### config.mk
export PLATFORM = sky130hd
export DESIGN_NAME = ps2_ascii_decoder
export DESIGN_NICKNAME = d
export VERILOG_FILES = /design/src/rtl/ps2_ascii_decoder.sv
export SDC_FILE = /design/constraint.sdc
export NUM_CORES = 1
export LEC_CHECK = 0
export CAP_MARGIN = 20
export CELL_PAD_IN_SITES_DETAIL_PLACEMENT = 0
export CELL_PAD_IN_SITES_GLOBAL_PLACEMENT = 1
export CORE_MARGIN = 1
export CORE_UTILIZATION = 30
export DETAILED_ROUTE_END_ITERATION = 8
export PLACE_DENSITY = 0.65
export SLEW_MARGIN = 20
export SYNTH_ARGS = -nofsm -noshare
export SYNTH_HDL_FRONTEND = slang
export SYNTH_SLANG_ARGS = --single-unit
### constraint.sdc
create_clock -name clk -period 3.33 [get_ports clk]
set_input_delay 0.999 -clock clk [delete_from_list [all_inputs] [get_ports clk]]
set_output_delay 0.999 -clock clk [all_outputs]
set_load 0.02 [all_outputs]
### src/rtl/ps2_ascii_decoder.sv
// PS/2 Set-2 scan-code to ASCII decoder with prefix FSM, modifier tracking and FWFT output FIFO.
// Optional macro PS2_CTRL_CODES_EN: Ctrl+letter emits the ASCII control code.
module ps2_ascii_decoder #(
  parameter int         FIFO_DEPTH   = 8,
  parameter logic [7:0] UNKNOWN_CHAR = 8'h2A,
  parameter bit         DROP_UNKNOWN = 1'b0
) (
  input  logic                          clk,
  input  logic                          reset,
  input  logic [7:0]                    scan_code,
  input  logic                          scan_code_ready,
  output logic [7:0]                    ascii_code,
  output logic                          ascii_valid,
  input  logic                          ascii_ready,
  output logic [$clog2(FIFO_DEPTH):0]   fifo_count,
  output logic                          shift_o,
  output logic                          caps_lock_o,
  output logic                          ctrl_o,
  output logic                          overflow
);
  localparam int AW = $clog2(FIFO_DEPTH);
  localparam logic [AW:0] DEPTH_CNT = FIFO_DEPTH[AW:0];

  typedef enum logic [1:0] {S_IDLE, S_BRK, S_EXT, S_EXT_BRK} state_t;

  state_t        state_reg, state_next;
  logic          lshift_reg, lshift_next;
  logic          rshift_reg, rshift_next;
  logic          lctrl_reg, lctrl_next;
  logic          rctrl_reg, rctrl_next;
  logic          caps_reg, caps_next;
  logic          caps_held_reg, caps_held_next;
  logic [AW-1:0] wr_ptr_reg, rd_ptr_reg;
  logic [AW:0]   count_reg;
  logic          overflow_reg;
  logic [7:0]    mem [FIFO_DEPTH];

  logic       is_f0, is_e0, is_ctrl_byte;
  logic       key_event, key_break, key_ext;
  logic [7:0] letter_lc;
  logic       glyph_hit;
  logic [7:0] glyph_base, glyph_shift;
  logic       fixed_hit;
  logic [7:0] fixed_char;
  logic       is_modifier;
  logic       norm_valid, ext_valid;
  logic [7:0] norm_char, ext_char;
  logic       push_req, push_ok, pop, full;
  logic [7:0] push_char;

  assign is_f0 = (scan_code == 8'hF0);
  assign is_e0 = (scan_code == 8'hE0);
  assign is_ctrl_byte = (scan_code == 8'h00) || (scan_code == 8'hAA) || (scan_code == 8'hEE) ||
                        (scan_code == 8'hFA) || (scan_code == 8'hFE) || (scan_code == 8'hFF);
  assign is_modifier = (scan_code == 8'h12) || (scan_code == 8'h59) ||
                       (scan_code == 8'h14) || (scan_code == 8'h58);

  assign shift_o     = lshift_reg | rshift_reg;
  assign ctrl_o      = lctrl_reg | rctrl_reg;
  assign caps_lock_o = caps_reg;
  assign overflow    = overflow_reg;
  assign fifo_count  = count_reg;
  assign ascii_valid = (count_reg != '0);
  assign ascii_code  = ascii_valid ? mem[rd_ptr_reg] : 8'h00;

  // Letter keys, lowercase form; 0 means not a letter.
  always_comb begin
    letter_lc = 8'h00;
    case (scan_code)
      8'h1C: letter_lc = "a";  8'h32: letter_lc = "b";  8'h21: letter_lc = "c";
      8'h23: letter_lc = "d";  8'h24: letter_lc = "e";  8'h2B: letter_lc = "f";
      8'h34: letter_lc = "g";  8'h33: letter_lc = "h";  8'h43: letter_lc = "i";
      8'h3B: letter_lc = "j";  8'h42: letter_lc = "k";  8'h4B: letter_lc = "l";
      8'h3A: letter_lc = "m";  8'h31: letter_lc = "n";  8'h44: letter_lc = "o";
      8'h4D: letter_lc = "p";  8'h15: letter_lc = "q";  8'h2D: letter_lc = "r";
      8'h1B: letter_lc = "s";  8'h2C: letter_lc = "t";  8'h3C: letter_lc = "u";
      8'h2A: letter_lc = "v";  8'h1D: letter_lc = "w";  8'h22: letter_lc = "x";
      8'h35: letter_lc = "y";  8'h1A: letter_lc = "z";
      default: letter_lc = 8'h00;
    endcase
  end

  // Digits and punctuation, US layout: unshifted and shifted glyph.
  always_comb begin
    glyph_hit   = 1'b1;
    glyph_base  = 8'h00;
    glyph_shift = 8'h00;
    case (scan_code)
      8'h45: begin glyph_base = "0";  glyph_shift = ")";  end
      8'h16: begin glyph_base = "1";  glyph_shift = "!";  end
      8'h1E: begin glyph_base = "2";  glyph_shift = "@";  end
      8'h26: begin glyph_base = "3";  glyph_shift = "#";  end
      8'h25: begin glyph_base = "4";  glyph_shift = "$";  end
      8'h2E: begin glyph_base = "5";  glyph_shift = "%";  end
      8'h36: begin glyph_base = "6";  glyph_shift = "^";  end
      8'h3D: begin glyph_base = "7";  glyph_shift = "&";  end
      8'h3E: begin glyph_base = "8";  glyph_shift = "*";  end
      8'h46: begin glyph_base = "9";  glyph_shift = "(";  end
      8'h0E: begin glyph_base = 8'h60; glyph_shift = 8'h7E; end
      8'h4E: begin glyph_base = "-";  glyph_shift = "_";  end
      8'h55: begin glyph_base = "=";  glyph_shift = "+";  end
      8'h5D: begin glyph_base = 8'h5C; glyph_shift = 8'h7C; end
      8'h54: begin glyph_base = "[";  glyph_shift = "{";  end
      8'h5B: begin glyph_base = "]";  glyph_shift = "}";  end
      8'h4C: begin glyph_base = ";";  glyph_shift = ":";  end
      8'h52: begin glyph_base = 8'h27; glyph_shift = 8'h22; end
      8'h41: begin glyph_base = ",";  glyph_shift = "<";  end
      8'h49: begin glyph_base = ".";  glyph_shift = ">";  end
      8'h4A: begin glyph_base = "/";  glyph_shift = "?";  end
      default: glyph_hit = 1'b0;
    endcase
  end

  always_comb begin
    fixed_hit  = 1'b1;
    fixed_char = 8'h00;
    case (scan_code)
      8'h29:   fixed_char = 8'h20;
      8'h5A:   fixed_char = 8'h0D;
      8'h66:   fixed_char = 8'h08;
      8'h0D:   fixed_char = 8'h09;
      default: fixed_hit = 1'b0;
    endcase
  end

  // Character for a non-extended make under the current modifier state.
  always_comb begin
    norm_valid = 1'b0;
    norm_char  = 8'h00;
    if (letter_lc != 8'h00) begin
      norm_valid = 1'b1;
`ifdef PS2_CTRL_CODES_EN
      if (ctrl_o)
        norm_char = letter_lc & 8'h1F;
      else
        norm_char = (shift_o ^ caps_reg) ? (letter_lc ^ 8'h20) : letter_lc;
`else
      norm_char = (shift_o ^ caps_reg) ? (letter_lc ^ 8'h20) : letter_lc;
`endif
    end else if (glyph_hit) begin
      norm_valid = 1'b1;
      norm_char  = shift_o ? glyph_shift : glyph_base;
    end else if (fixed_hit) begin
      norm_valid = 1'b1;
      norm_char  = fixed_char;
    end else if (!is_modifier && !DROP_UNKNOWN) begin
      norm_valid = 1'b1;
      norm_char  = UNKNOWN_CHAR;
    end
  end

  always_comb begin
    ext_valid = 1'b1;
    ext_char  = 8'h00;
    case (scan_code)
      8'h5A:   ext_char = 8'h0D;
      8'h4A:   ext_char = 8'h2F;
      default: ext_valid = 1'b0;
    endcase
  end

  // Prefix FSM and modifier bookkeeping for one received byte.
  always_comb begin
    state_next     = state_reg;
    lshift_next    = lshift_reg;
    rshift_next    = rshift_reg;
    lctrl_next     = lctrl_reg;
    rctrl_next     = rctrl_reg;
    caps_next      = caps_reg;
    caps_held_next = caps_held_reg;
    key_event      = 1'b0;
    key_break      = 1'b0;
    key_ext        = 1'b0;
    push_req       = 1'b0;
    push_char      = 8'h00;
    if (scan_code_ready) begin
      if (is_ctrl_byte) begin
        state_next = S_IDLE;
      end else begin
        case (state_reg)
          S_IDLE: begin
            if (is_f0)      state_next = S_BRK;
            else if (is_e0) state_next = S_EXT;
            else            key_event  = 1'b1;
          end
          S_EXT: begin
            if (is_f0)      state_next = S_EXT_BRK;
            else if (is_e0) state_next = S_EXT;
            else begin key_event = 1'b1; key_ext = 1'b1; end
          end
          S_BRK: begin
            if (is_f0)      state_next = S_BRK;
            else if (is_e0) state_next = S_EXT_BRK;
            else begin key_event = 1'b1; key_break = 1'b1; end
          end
          default: begin
            if (!is_f0 && !is_e0) begin
              key_event = 1'b1;
              key_break = 1'b1;
              key_ext   = 1'b1;
            end
          end
        endcase
      end
    end

    if (key_event) begin
      state_next = S_IDLE;
      if (!key_ext) begin
        case (scan_code)
          8'h12: lshift_next = !key_break;
          8'h59: rshift_next = !key_break;
          8'h14: lctrl_next  = !key_break;
          8'h58: begin
            // Typematic repeats of caps lock must not re-toggle.
            if (key_break) begin
              caps_held_next = 1'b0;
            end else if (!caps_held_reg) begin
              caps_next      = !caps_reg;
              caps_held_next = 1'b1;
            end
          end
          default: ;
        endcase
      end else if (scan_code == 8'h14) begin
        rctrl_next = !key_break;
      end
      if (!key_break) begin
        push_req  = key_ext ? ext_valid : norm_valid;
        push_char = key_ext ? ext_char : norm_char;
      end
    end
  end

  assign full    = (count_reg == DEPTH_CNT);
  assign pop     = ascii_valid & ascii_ready;
  assign push_ok = push_req & (!full | pop);

  always_ff @(posedge clk or posedge reset) begin
    if (reset) begin
      state_reg     <= S_IDLE;
      lshift_reg    <= 1'b0;
      rshift_reg    <= 1'b0;
      lctrl_reg     <= 1'b0;
      rctrl_reg     <= 1'b0;
      caps_reg      <= 1'b0;
      caps_held_reg <= 1'b0;
      wr_ptr_reg    <= '0;
      rd_ptr_reg    <= '0;
      count_reg     <= '0;
      overflow_reg  <= 1'b0;
    end else begin
      state_reg     <= state_next;
      lshift_reg    <= lshift_next;
      rshift_reg    <= rshift_next;
      lctrl_reg     <= lctrl_next;
      rctrl_reg     <= rctrl_next;
      caps_reg      <= caps_next;
      caps_held_reg <= caps_held_next;
      if (push_ok) wr_ptr_reg <= wr_ptr_reg + 1'b1;
      if (pop)     rd_ptr_reg <= rd_ptr_reg + 1'b1;
      count_reg     <= count_reg + {{AW{1'b0}}, push_ok} - {{AW{1'b0}}, pop};
      overflow_reg  <= push_req & full & !pop;
    end
  end

  // Storage is not reset; the pointers alone define what is valid.
  always_ff @(posedge clk) begin
    if (push_ok) mem[wr_ptr_reg] <= push_char;
  end

endmodule
Word-level counts from Yosys, hierarchy flattened
Memories as Yosys holds them, arrays and structs flattened.
Index checks and enable logic that the tools add are counted.
{ "word_totals": {"regBits": 19, "mem_count": 2, "out_inout_bits": 17, "rom_bits": 896, "mem_bits_rw": 64} }
{ "classes": {"n_mux": 49, "n_reduce_logical": 34, "bitwise": 12, "eq_ne": 40, "n_addsub": 4} }
{ "mem_list": {"columns": ["name", "words", "word_bits", "rd", "rd_ports_with_merged_regs", "write_ports", "line", "text"], "rows": [
  ["(no name shown)", 128, 7, 1, 0, 0, "69", "case (scan_code)"],
  ["mem", 8, 8, 1, 0, 1, "36", "logic [7:0] mem [FIFO_DEPTH];"]
]} }
{ "ops": {"columns": ["operator", "count"], "rows": [
  ["$pmux W7 S21", 2],
  ["$eq A8 B7 Y1 const B", 16],
  ["$mux W8", 9],
  ["$eq A8 B6 Y1 const B", 7],
  ["$eq A8 B8 Y1 const B", 7],
  ["$eq A8 B5 Y1 const B", 4],
  ["$pmux W6 S4", 1],
  ["$mux W1", 23],
  ["$reduce_or A21 Y1", 1],
  ["$reduce_and A3 Y1", 6],
  ["$eq A8 B4 Y1 const B", 2],
  ["$mux W2", 8],
  ["$mux W6", 2],
  ["$pmux W6 S2", 1],
  ["$logic_not A8 Y1", 1],
  ["$logic_or A1 B1 Y1", 8],
  ["$reduce_bool A8 Y1", 1],
  ["$add A3 B1 Y3 const B", 2],
  ["$logic_not A1 Y1", 6],
  ["$pmux W2 S3", 1],
  ["$reduce_or A2 Y1", 3],
  ["$ne A5 B5 Y1 const B", 1],
  ["$reduce_and A5 Y1", 1],
  ["$reduce_bool A5 Y1", 1],
  ["other kinds (16)", 25]
]} }

Depth between registers and ports, before layout
{ "depth": {"ltp_word": 14, "mapped_depth": 17, "ltp_nobuf": 14} }

Worst setup path after synthesis
No wires, ideal clock.
{ "synth_timing": {"path_type": "input to register", "startpoint": "input port scan_code[1]", "endpoint": "register count_reg[2], in the netlist fifo_count[2]", "required_time_ns": 3.207, "cell_stages": 16, "arrival_ns": 3.604, "n_path_buf": 2, "path_slack_ns": -0.397, "path_cell_list": "inv_1 > ha_1 > buf_2 > a21oi_1 > o21ai_0 > a211oi_1 > and4b_4 > nand4_2 > nand3_2 > buf_6 > ha_1 > inv_1 > ha_1 > inv_1 > fa_1 > xnor2_1"} }
{ "synth_via": {"elab_chain_len": 14, "word_cells_on_any_way": 79} }
{ "synth_rtl": {"columns": ["item", "line", "text"], "rows": [
  ["from (decl)", "10", "input logic [7:0] scan_code,"],
  ["parallel branches: the longest is 10 deep, another holds $mem_v2 Z128 W7", null, null],
  ["$mux W1 *", "207", "if (key_event) begin"],
  ["$and A1 B1 Y1 *", "237", "assign push_ok = push_req & (!full | pop);"],
  ["$add A4 B1 Y4 *", "262", "count_reg <= count_reg + {{AW{1'b0}}, push_ok} - {{AW{1'b0}}, pop};"],
  ["$sub A4 B1 Y4 *", "262", null],
  ["to (signal assigned)", "262", null],
  ["to (decl)", "34", "logic [AW:0] count_reg;"]
]} }
Mark *: on every way between the ends.
A chain may end at the register's enable or synchronous reset.

Worst setup path in the final report
{ "layout_timing": {"startpoint": "input port scan_code[0]", "endpoint": "register count_reg[1], in the netlist fifo_count[1]"} }
Same word-level chain as after synthesis.

==> reports/qor.txt <==
iteration count of the initial detailed-routing pass -> 5
wire length after detailed routing -> 15300 µm
GPL Wtd Cong -> 0.908
number of H-tree levels -> 3
Most used DFF post-synth -> sky130_fd_sc_hd__edfxtp_1
Inst Count DP -> 824
Synth Area per Inst -> 11.0 µm²
leakage power -> 2.90 nW
final setup slack of the worst path -> -0.0306 ns
Synth Cell Area -> 0.00506 mm²
number of hold buffers added after cts -> 0
source of the worst register-to-register timing path -> fifo_count[1]
number of nets in the layout -> 663
wire length of the first global-routing pass -> 25000 µm
die outline area -> 0.0174 mm²
Critical Path RT -> 3.56 ns
count of final hold-check violations -> 0
post-placement worst setup slack -> -1.07 ns
GR Util All Layers -> 18.4%
crit path time final -> 3.36 ns
Die Wd -> 132 µm
sequential cell area fraction in the yosys report -> 42.6%
Seq cells post-synth -> 75
via count of the first global-routing pass -> 4698
r2r endpoint -> fifo_count[1]
largest net degree at the start of global routing -> 22
share of the cycle needed by the critical path after routing -> 101%
worst-path maximum fanout -> 8
maximum VDD drop -> 360 µV
CTS tree -> yes
number of synthesized flops with an enable pin -> 56
Residual DRC -> 0
number of clock buffers inserted by TritonCTS -> 9
via count of the routed design -> 4419
final number of setup-violating endpoints -> 1
worst clock skew on the final layout -> 0.00610 ns
Total Power -> 3.96 mW
initial core utilization -> 30.6%
Design Area, Final -> 0.00733 mm²
category of the worst setup path capture point -> flip-flop
worst hold path startpoint -> lshift_reg
worst hold margin -> 0.489 ns
worst setup path class -> input port to flip-flop
number of max-slew violations in the final report -> 0
average vias per placed instance -> 5.16
Wirelength per Cell -> 17.9 µm
standard cell area after detailed placement -> 0.00673 mm²
FFs w/ async S/R, synth -> 25.3%
initial antenna violation count -> 0
fmax -> 0.298 GHz
Multi-input gate area -> 0.00294 mm²
final core occ -> 44.4%
clock-pin slew on the worst setup and hold paths -> 0.06 ns
half-perimeter wire length of the detailed placement result -> 11900 µm
number of port buffers -> 27
antenna diode instance count -> 0
largest reg by FF count -> mem
worst path arrival time -> 3.60 ns
power density cells -> 541 mW/mm²
violations in the final reports -> negative setup slack
Yosys cell types -> 83
area of the core -> 0.0165 mm²
Cells on Worst Hold Path -> 1
global-route congestion overflow total -> 0
unrepaired setup endpoints after global routing -> true
vertical extent of the die -> 132 µm
warnings from Yosys -> 0
cell with the most instances after synthesis -> sky130_fd_sc_hd__edfxtp_1
number of flip-flops in the largest register -> 56
number of primary I/O pins -> 29
Mapped Cells -> 461
Clk Latency, worst-skew pair -> 0.34 ns
maximum clock path buffer count -> 2
register-to-register path setup slack -> 0.60 ns
top cells by area in the synthesized netlist -> sky130_fd_sc_hd__edfxtp_1 (33%), sky130_fd_sc_hd__dfrtp_1 (9.4%), sky130_fd_sc_hd__mux4_2 (6.2%)
area leader, netlist -> sky130_fd_sc_hd__edfxtp_1
sum of negative setup slack -> -0.0306 ns
headroom to the max-slew limit -> 48.5%
register area -> 0.00216 mm²
Worst-Margin Slew -> 0.772 ns
First DRT Iteration DRCs -> 254
kind of start point of the critical path -> input port
count of max-cap constraint violations -> 0
final std cells w/o fill -> 856
area share of the leading cell type in the synthesized netlist -> 33.2%
post-detailed-route count of antenna-violating nets -> 0
worst min-delay path endpoint -> lshift_reg
fill count -> 1557
worst-case reg-to-reg path depth -> 12
Num Clock Sinks -> 75
site row count -> 47
path class of the lowest-slack min-delay path -> flip-flop to flip-flop
Synth top cells by count -> sky130_fd_sc_hd__edfxtp_1 (56), sky130_fd_sc_hd__nor2_1 (30), sky130_fd_sc_hd__nand2_1 (26)
run status -> complete, but fails checks
P&R area growth vs syn -> 44.9%
layout cell share with drive strength beyond 1 -> 43.6%
buffer cell driving the clock tree root -> sky130_fd_sc_hd__clkbuf_16
number of nets produced by synthesis -> 493
## cell families (layout without fill, tap and decap cells)
kind of cell    after synthesis  in the layout  share of synthesized area (%)
buf+inv                      54            229                           5.59
flops                        75             75                           42.6
simple gates                170            170                           21.2
xor+xnor                     11             11                           1.90
mux                          38             38                           11.2
fa+ha+maj                    20             20                           5.09
compound gates               92             92                           12.4
other cells                   1              1                         0.0741
## layout by cell type, fill, tap and decap left out, types with 5 or more instances in the layout
| master | instances |
|---|---|
| sky130_fd_sc_hd__nor2_1 | 29 |
| sky130_fd_sc_hd__nor4_2 | 5 |
| sky130_fd_sc_hd__mux4_2 | 14 |
| sky130_fd_sc_hd__edfxtp_1 | 56 |
| sky130_fd_sc_hd__buf_4 | 151 |
| sky130_fd_sc_hd__nand2_1 | 25 |
| sky130_fd_sc_hd__mux2_2 | 8 |
| sky130_fd_sc_hd__a21oi_1 | 14 |
| sky130_fd_sc_hd__nor2b_1 | 7 |
| sky130_fd_sc_hd__clkdlybuf4s50_1 | 19 |
| sky130_fd_sc_hd__nand4_1 | 7 |
| sky130_fd_sc_hd__nand3_1 | 13 |
| sky130_fd_sc_hd__dfrtp_1 | 18 |
| sky130_fd_sc_hd__nand2b_1 | 5 |
| sky130_fd_sc_hd__o21ai_0 | 18 |
| sky130_fd_sc_hd__o21ai_1 | 5 |
| sky130_fd_sc_hd__buf_6 | 10 |
| sky130_fd_sc_hd__inv_1 | 14 |
| sky130_fd_sc_hd__buf_12 | 5 |
| sky130_fd_sc_hd__ha_4 | 5 |
| sky130_fd_sc_hd__clkbuf_16 | 9 |
| sky130_fd_sc_hd__clkinv_1 | 5 |
| sky130_fd_sc_hd__ha_1 | 14 |
| sky130_fd_sc_hd__mux2i_1 | 15 |
| sky130_fd_sc_hd__xnor2_1 | 7 |
| sky130_fd_sc_hd__and2_1 | 6 |
| sky130_fd_sc_hd__nand3b_1 | 5 |
| sky130_fd_sc_hd__nor3_1 | 18 |
## cell type report
| type | count | share of cell area, % |
|---|---|---|
| Clock inverter | 7 | 0.802 |
| Tap cell | 220 | 3.75 |
| Multi-Input combinational cell | 332 | 40.1 |
| Inverter | 21 | 1.21 |
| Timing Repair Buffer | 192 | 21.7 |
| Clock buffer | 9 | 3.07 |
| Sequential cell | 75 | 29.4 |
## per-layer routing
metal  up-vias  wire (µm)  part of all wire [%]  GRT usage [%]
met5         -          0                     0              0
met4         0        482                   3.2           8.40
met3        33        609                   4.0           3.19
met2       142       7770                    51           32.4
met1      2143       6420                    42           21.8
li1       2101          -                     -              -
## critical path, cell delays in order
cell and delay, ns:
sky130_fd_sc_hd__buf_12 0.09, sky130_fd_sc_hd__inv_8 0.03, sky130_fd_sc_hd__buf_6 0.11, sky130_fd_sc_hd__ha_4 0.18, sky130_fd_sc_hd__buf_12 0.14, sky130_fd_sc_hd__a21oi_4 0.13
sky130_fd_sc_hd__o21ai_2 0.07, sky130_fd_sc_hd__a211oi_2 0.31, sky130_fd_sc_hd__and4b_4 0.34, sky130_fd_sc_hd__nand4_4 0.13, sky130_fd_sc_hd__nand3_4 0.09, sky130_fd_sc_hd__ha_4 0.20
sky130_fd_sc_hd__inv_2 0.06, sky130_fd_sc_hd__ha_4 0.12, sky130_fd_sc_hd__inv_2 0.03, sky130_fd_sc_hd__fa_2 0.51, sky130_fd_sc_hd__inv_2 0.03
## power by group
| part | internal, mW | switching, mW | leakage [nW] |
|---|---|---|---|
| Combinational | 0.863 | 0.789 | 2.01 |
| Sequential | 1.20 | 0.183 | 0.760 |
| Clock | 0.569 | 0.358 | 0.138 |
| Total | 2.63 | 1.33 | 2.90 |
## worst max-delay path by stage
stage,depth (start not counted),slack [ns],end,startpoint
after global placement,12,-1.01,mem[2][5],scan_code[0]
after CTS,14,0.001,fifo_count[1],scan_code[6]
after global routing,17,-0.10,fifo_count[1],scan_code[0]
after floorplan,14,-0.12,fifo_count[1],scan_code[5]
after detailed placement,10,-1.07,mem[1][4],scan_code[0]
final,17,-0.03,fifo_count[1],scan_code[0]
## timing repair
| item | CTS | global route |
|---|---|---|
| buffers inserted | 15 | 2 |
| gates resized for setup | 64 | 10 |
| setup endpoints to repair | 127 | 54 |
| pin swaps | 13 | 3 |
No activity file was read; power rests on OpenSTA's default activity.
